`src/rtl/ws2812_pkg.sv`:
```
// Shared constants, state encoding and timing helpers for the WS2812 strip driver.
package ws2812_pkg;

  localparam int T0H_NS_DEF  = 350;
  localparam int T0L_NS_DEF  = 800;
  localparam int T1H_NS_DEF  = 700;
  localparam int T1L_NS_DEF  = 600;
  localparam int TRES_NS_DEF = 80000;

  localparam logic [3:0] ST_IDLE_OH  = 4'b0001;
  localparam logic [3:0] ST_HIGH_OH  = 4'b0010;
  localparam logic [3:0] ST_LOW_OH   = 4'b0100;
  localparam logic [3:0] ST_LATCH_OH = 4'b1000;

  typedef enum logic [3:0] {
    S_IDLE  = ST_IDLE_OH,
    S_HIGH  = ST_HIGH_OH,
    S_LOW   = ST_LOW_OH,
    S_LATCH = ST_LATCH_OH
  } state_t;

  // ceil(ns * f_clk / 1e9) in integer arithmetic
  function automatic int ns_to_cycles(input longint ns, input longint f_clk);
    return int'((ns * f_clk + 64'sd999_999_999) / 64'sd1_000_000_000);
  endfunction

  function automatic int max2(input int a, input int b);
    return (a > b) ? a : b;
  endfunction

endpackage

```
`src/rtl/ws2812_pix_buf.sv`:
```
// One-entry pixel holding register: valid/ready on the input, load strobe empties it.
module ws2812_pix_buf #(
  parameter int W = 24
) (
  input  logic         clk,
  input  logic         rst_n,
  input  logic [W-1:0] in_data_i,
  input  logic         in_valid_i,
  output logic         in_ready_o,
  input  logic         ld_i,
  output logic         full_o,
  output logic [W-1:0] data_o
);

  logic         full_q, full_d;
  logic [W-1:0] data_q, data_d;

  // accept needs empty and load needs full, so the two never coincide
  always_comb begin
    full_d = full_q;
    data_d = data_q;
    if (in_valid_i && !full_q) begin
      full_d = 1'b1;
      data_d = in_data_i;
    end else if (ld_i) begin
      full_d = 1'b0;
    end
  end

  always_ff @(posedge clk or negedge rst_n) begin
    if (!rst_n) begin
      full_q <= 1'b0;
      data_q <= '0;
    end else begin
      full_q <= full_d;
      data_q <= data_d;
    end
  end

  assign in_ready_o = !full_q;
  assign full_o     = full_q;
  assign data_o     = data_q;

endmodule

```
`src/rtl/ws2812_strip.sv`:
```
// WS2812/SK6812 frame serialiser: streams N_LEDS pixels gap-free, then holds the latch low time.
module ws2812_strip
  import ws2812_pkg::*;
#(
  parameter real F_CLK   = 48e6,
  parameter int  BITS    = 24,
  parameter int  N_LEDS  = 8,
  parameter int  T0H_NS  = T0H_NS_DEF,
  parameter int  T0L_NS  = T0L_NS_DEF,
  parameter int  T1H_NS  = T1H_NS_DEF,
  parameter int  T1L_NS  = T1L_NS_DEF,
  parameter int  TRES_NS = TRES_NS_DEF
) (
  input  logic            clk,
  input  logic            rst,
  input  logic [BITS-1:0] pix_data,
  input  logic            pix_valid,
  output logic            pix_ready,
  output logic            dout,
  output logic            bsy,
  output logic            frame_done,
  output logic            underrun
);

  localparam longint F_HZ  = longint'(F_CLK);
  localparam int     N_T0H = ns_to_cycles(longint'(T0H_NS), F_HZ);
  localparam int     N_T0L = ns_to_cycles(longint'(T0L_NS), F_HZ);
  localparam int     N_T1H = ns_to_cycles(longint'(T1H_NS), F_HZ);
  localparam int     N_T1L = ns_to_cycles(longint'(T1L_NS), F_HZ);
  localparam int     N_RES = ns_to_cycles(longint'(TRES_NS), F_HZ);
  localparam int     N_MAX = max2(max2(max2(N_T0H, N_T0L), max2(N_T1H, N_T1L)), N_RES);
  localparam int     CW    = $clog2(N_MAX + 1);
  localparam int     PCW   = $clog2(N_LEDS + 1);
  localparam int     BW    = $clog2(BITS);

  if (BITS != 24 && BITS != 32) begin : g_bad_bits
    $error("ws2812_strip: BITS must be 24 or 32");
  end

  // counters are loaded with duration-1 so a phase lasts exactly N cycles
  function automatic logic [CW-1:0] hi_cnt(input logic b);
    return b ? CW'(N_T1H - 1) : CW'(N_T0H - 1);
  endfunction

  function automatic logic [CW-1:0] lo_cnt(input logic b);
    return b ? CW'(N_T1L - 1) : CW'(N_T0L - 1);
  endfunction

  logic            buf_full, ld;
  logic [BITS-1:0] buf_data;

  ws2812_pix_buf #(.W(BITS)) u_buf (
    .clk       (clk),
    .rst_n     (rst),
    .in_data_i (pix_data),
    .in_valid_i(pix_valid),
    .in_ready_o(pix_ready),
    .ld_i      (ld),
    .full_o    (buf_full),
    .data_o    (buf_data)
  );

  state_t          state_q, state_d;
  logic [CW-1:0]   cnt_q, cnt_d;
  logic [BITS-1:0] sh_q, sh_d;
  logic [BW-1:0]   bit_q, bit_d;
  logic [PCW-1:0]  pix_q, pix_d;
  logic            cmpl_q, cmpl_d;
  logic            dout_q;
  logic            done_q, done_d;
  logic            urun_q, urun_d;

  always_comb begin
    state_d = state_q;
    cnt_d   = cnt_q;
    sh_d    = sh_q;
    bit_d   = bit_q;
    pix_d   = pix_q;
    cmpl_d  = cmpl_q;
    ld      = 1'b0;
    done_d  = 1'b0;
    urun_d  = 1'b0;
    unique case (state_q)
      S_IDLE: begin
        if (buf_full) begin
          ld      = 1'b1;
          sh_d    = buf_data;
          bit_d   = '0;
          pix_d   = '0;
          cnt_d   = hi_cnt(buf_data[BITS-1]);
          state_d = S_HIGH;
        end
      end
      S_HIGH: begin
        if (cnt_q == '0) begin
          cnt_d   = lo_cnt(sh_q[BITS-1]);
          state_d = S_LOW;
        end else begin
          cnt_d = cnt_q - 1'b1;
        end
      end
      S_LOW: begin
        if (cnt_q != '0) begin
          cnt_d = cnt_q - 1'b1;
        end else if (bit_q != BW'(BITS - 1)) begin
          sh_d    = sh_q << 1;
          bit_d   = bit_q + 1'b1;
          cnt_d   = hi_cnt(sh_q[BITS-2]);
          state_d = S_HIGH;
        end else if (pix_q == PCW'(N_LEDS - 1)) begin
          cmpl_d  = 1'b1;
          cnt_d   = CW'(N_RES - 1);
          state_d = S_LATCH;
        end else if (buf_full) begin
          // next pixel goes straight into HIGH: no inter-pixel gap
          ld      = 1'b1;
          sh_d    = buf_data;
          bit_d   = '0;
          pix_d   = pix_q + 1'b1;
          cnt_d   = hi_cnt(buf_data[BITS-1]);
          state_d = S_HIGH;
        end else begin
          urun_d  = 1'b1;
          cmpl_d  = 1'b0;
          cnt_d   = CW'(N_RES - 1);
          state_d = S_LATCH;
        end
      end
      S_LATCH: begin
        if (cnt_q == '0) begin
          done_d  = cmpl_q;
          state_d = S_IDLE;
        end else begin
          cnt_d = cnt_q - 1'b1;
        end
      end
      default: state_d = S_IDLE;
    endcase
  end

  always_ff @(posedge clk or negedge rst) begin
    if (!rst) begin
      state_q <= S_IDLE;
      cnt_q   <= '0;
      sh_q    <= '0;
      bit_q   <= '0;
      pix_q   <= '0;
      cmpl_q  <= 1'b0;
      dout_q  <= 1'b0;
      done_q  <= 1'b0;
      urun_q  <= 1'b0;
    end else begin
      state_q <= state_d;
      cnt_q   <= cnt_d;
      sh_q    <= sh_d;
      bit_q   <= bit_d;
      pix_q   <= pix_d;
      cmpl_q  <= cmpl_d;
      dout_q  <= (state_d == S_HIGH);
      done_q  <= done_d;
      urun_q  <= urun_d;
    end
  end

  assign dout       = dout_q;
  assign bsy        = (state_q != S_IDLE);
  assign frame_done = done_q;
  assign underrun   = urun_q;

endmodule

```
`config.mk`:
```
export PLATFORM = sky130hd
export DESIGN_NAME = ws2812_strip
export DESIGN_NICKNAME = d
export VERILOG_FILES = /design/src/rtl/ws2812_pkg.sv /design/src/rtl/ws2812_pix_buf.sv /design/src/rtl/ws2812_strip.sv
export SDC_FILE = /design/constraint.sdc
export NUM_CORES = 1
export LEC_CHECK = 0
export CORE_MARGIN = 4
export CORE_UTILIZATION = 52
export CTS_CLUSTER_SIZE = 40
export DETAILED_ROUTE_END_ITERATION = 10
export GPL_TIMING_DRIVEN = 0
export PLACE_DENSITY_LB_ADDON = 0.2
export SETUP_SLACK_MARGIN = 0.2
export SLEW_MARGIN = 20
export SYNTH_ARGS = -nofsm -noshare
export SYNTH_HDL_FRONTEND = slang
export SYNTH_SLANG_ARGS = --single-unit
```
`constraint.sdc`:
```
create_clock -name clk -period 2.4 [get_ports clk]
set_input_delay 0.48 -clock clk [delete_from_list [all_inputs] [get_ports clk]]
set_output_delay 0.48 -clock clk [all_outputs]
set_load 0.05 [all_outputs]
```
==> summary.txt <==
Outcome
  • Status: finished with violations
  • Failing checks: negative setup slack

Critical path
  • Setup crit end kind: register
  • Setup CP Type: register to register
  • Register-to-Register Path Depth: 11
  • CP required: 2.65 ns
  • CP arrival: 2.80 ns
  • Worst Path Max Fanout: 4
  • Crit start category: register

Routing
  • Vias per inst: 6.15
  • Final wirelength: 11.3 mm
  • TritonRoute pass-1 iters: 5
  • DRC Markers: 0
  • Wire length per cell: 20.3 microns
  • Detailed Route Iter0 Violations: 222
  • ANT nets after route: 0
  • Via count: 3429

Yosys
  • Post-synthesis mux area share: 13.0%
  • Compound-cell area share of the yosys netlist: 15.8%
  • Syn_nets: 383
  • Sequential area share after synthesis: 51.8%
  • Synth Area in Simple Gates: 14.1%
  • Synthesized area: 0.00377 sq mm
  • Cell variety after synth: 58
  • Ys Warns: 0
  • Mean post-synth cell area: 10.7 sq um
  • Ys flop type: dfrtp_1
  • Post-synthesis xor/xnor area fraction: 1.16%
  • Number of synthesized flops with an enable pin: 0
  • Cells after Synth: 352
  • Seq cells post-synth: 78
  • Post-Synth Adder-Cell Area: 1.33%
  • Largest family of logic cells by synthesized area: compound AO/OA/AOI/OAI gates
  • Asr flop ratio synth: 100%

Floorplanning
  • Die height: 93.1 microns
  • Die area: 0.00867 sq mm
  • # IOs: 32
  • Die W: 93.1 microns
  • Placeable core area: 0.00691 sq mm
  • Starting Density: 54.5%
  • Rows: 30

Power
  • Leakage power: 2.51 nW
  • Maximum VDD drop: 0.000630 V
  • Tot Pwr: 7.42 mW
  • Pwr/cell area: 1330 mW/mm^2

GRT
  • GRT Total Usage: 25.3%
  • First-pass GRT wire length: 17.1 mm
  • Grt total ovfl: 0
  • Vias in the first global route: 3492
  • Largest net degree at the start of global routing: 50
  • Initial antenna violation count: 0

Cells and area
  • # diodes: 0
  • FF/Latch Area: 0.00196 sq mm
  • Final Util: 80.9%
  • Layout area overhead: 48.4%
  • Commonest non-fill, non-tap cell in the layout: dfrtp_1
  • Ratio of cells with drive above 1 in the final layout: 46.5%
  • # fillers: 396
  • Final instance area: 0.00559 sq mm
  • Most frequent cells in the layout: dfrtp_1 (75), buf_4 (35), buf_6 (30), clkdlybuf4s50_1 (28), o21ai_2 (27)
  • Final Non-Filler Cells: 558
  • Multi-input gate area: 0.00224 sq mm
  • Final net count: 488

Placement
  • Placed inst area: 0.00425 sq mm
  • IO Port Bufs: 31
  • Placed cells: 480
  • Routability cong.: 0.864
  • DP Worst Slack: -0.286 ns
  • Dpl hpwl: 5.53 mm

Timing
  • Final Max Slew Viols: 0
  • Tcrit/Tclk final: 106%
  • Final setup viols: 43
  • Worst Setup Slack, final: -0.147 ns
  • Setup TNS: -3.80 ns
  • Unrepaired setup endpoints after global routing: yes
  • Post-route minimum period: 2.55 ns
  • Skew final: 0.0125 ns
  • Final hold vios: 0
  • Hold slack: 0.0432 ns
  • Relative slew margins: 42.2%
  • Worst-margin pin slew: 0.856 ns
  • Fmax: 0.393 GHz

Flow run
  • Max Cap Viol: 0

Clock network
  • Worst skew pair latency: 0.37 ns
  • Max Buffers Root-to-Sink: 2
  • Clk sink count: 78
  • H-tree levels: 3
  • CTS buffer count: 9
  • Clock slew at reported path FFs: 0.09 ns
  • CTS tree: yes
  • Clk root buf: clkbuf_8
  • Hold-fix buffer count after cts: 0

Min path
  • Worst Hold Class: primary input to async pin
cell families (layout without fill, tap and decap cells):
group	count (synthesis)	in the layout
xor gates and xnor gates	5	5
AOI/OAI and AO/OA	96	98
DFF	78	78
muxes	46	46
and+or+nand+nor	100	100
buffers and inverters	23	131
adders and majority gates	4	4
registers in the layout, indices dropped and copies added, names as in the netlist, 4 cells and up:
signal and flops:
bit_q 5, cnt_q 12, pix_q 4, state_q 4, u_buf.data_o 24, sh_q 24
Yosys cell counts (all sizes together) (2+ instances only):
cell type	number	share of area, %
o211ai	5	1.1
a211oi	2	0.40
nor4b	4	1.1
xnor2	4	0.93
o21ai	50	6.6
nor4	4	0.83
a31oi	3	0.50
nand2b	4	0.66
or3	3	0.50
or4b	3	0.80
nand4	2	0.33
o31ai	5	1.0
nand3b	2	0.40
and2	2	0.33
and3	2	0.33
mux2i	22	5.8
nand2	40	4.0
a21o	3	0.60
nand3	7	0.93
ha	4	1.3
nor2	11	1.1
nor3b	2	0.40
o41ai	4	1.1
mux2	24	7.2
clkbuf	10	1.0
buf	7	1.1
inv	6	0.60
nor3	6	0.80
or4	3	0.60
a32o	2	0.53
a21oi	11	1.5
dfrtp	77	51
power by group:
group | switching [mW] | total [mW] | leakage, nW | internal [mW]
Clock | 0.560 | 0.956 | 0.0888 | 0.395
Combinational | 2.10 | 4.22 | 1.45 | 2.11
Sequential | 0.408 | 2.24 | 0.976 | 1.84
Total | 3.07 | 7.42 | 2.51 | 4.35
area by class of cell:
class | instances | area share, %
Clock inverter | 7 | 1.10
Buffer | 17 | 2.91
Clock buffer | 9 | 2.22
Inverter | 6 | 0.403
Sequential cell | 78 | 35.0
Multi-Input combinational cell | 253 | 40.1
Timing Repair Buffer | 92 | 16.2
Tap cell | 96 | 2.15
critical path, stage by stage (launching register included):
cell      delay, ns
dfrtp_1        0.39
or4_4          0.53
buf_6          0.14
buf_6          0.11
buf_6          0.11
nor4_4         0.23
buf_6          0.18
buf_12         0.10
o211ai_4       0.12
inv_2          0.14
a311oi_2       0.06
a311o_1        0.33
worst paths after layout:
check	end	slack [ns]	from
min in group clk	sh_q[2]	0.49	sh_q[2]
setup reg to reg	cnt_q[0]	-0.15	cnt_q[6]
max in group asynchronous	sh_q[14]	1.79	rst
hold reg to reg	sh_q[2]	0.49	sh_q[2]
setup / recovery	cnt_q[0]	-0.15	cnt_q[6]
hold / removal	state_q[3]	0.04	rst
layer usage:
metal | global-route usage (%) | vias up | part of all wire, % | wire length (microns)
met5 | 0 | - | 0 | 0
met4 | 12.9 | 0 | 4.4 | 504
met3 | 5.23 | 53 | 6.0 | 677
met2 | 43.5 | 144 | 52 | 5850
met1 | 29.9 | 1721 | 38 | 4300
li1 | - | 1511 | - | -
what timing repair did:
item	CTS	global route
endpoints found under the hold margin	0	0
endpoints found under the setup margin	55	55
cloned	6	0
buffers inserted	36	20
pin swaps	42	31
gates resized for setup	119	69
Power figures use the tool's default switching activity.
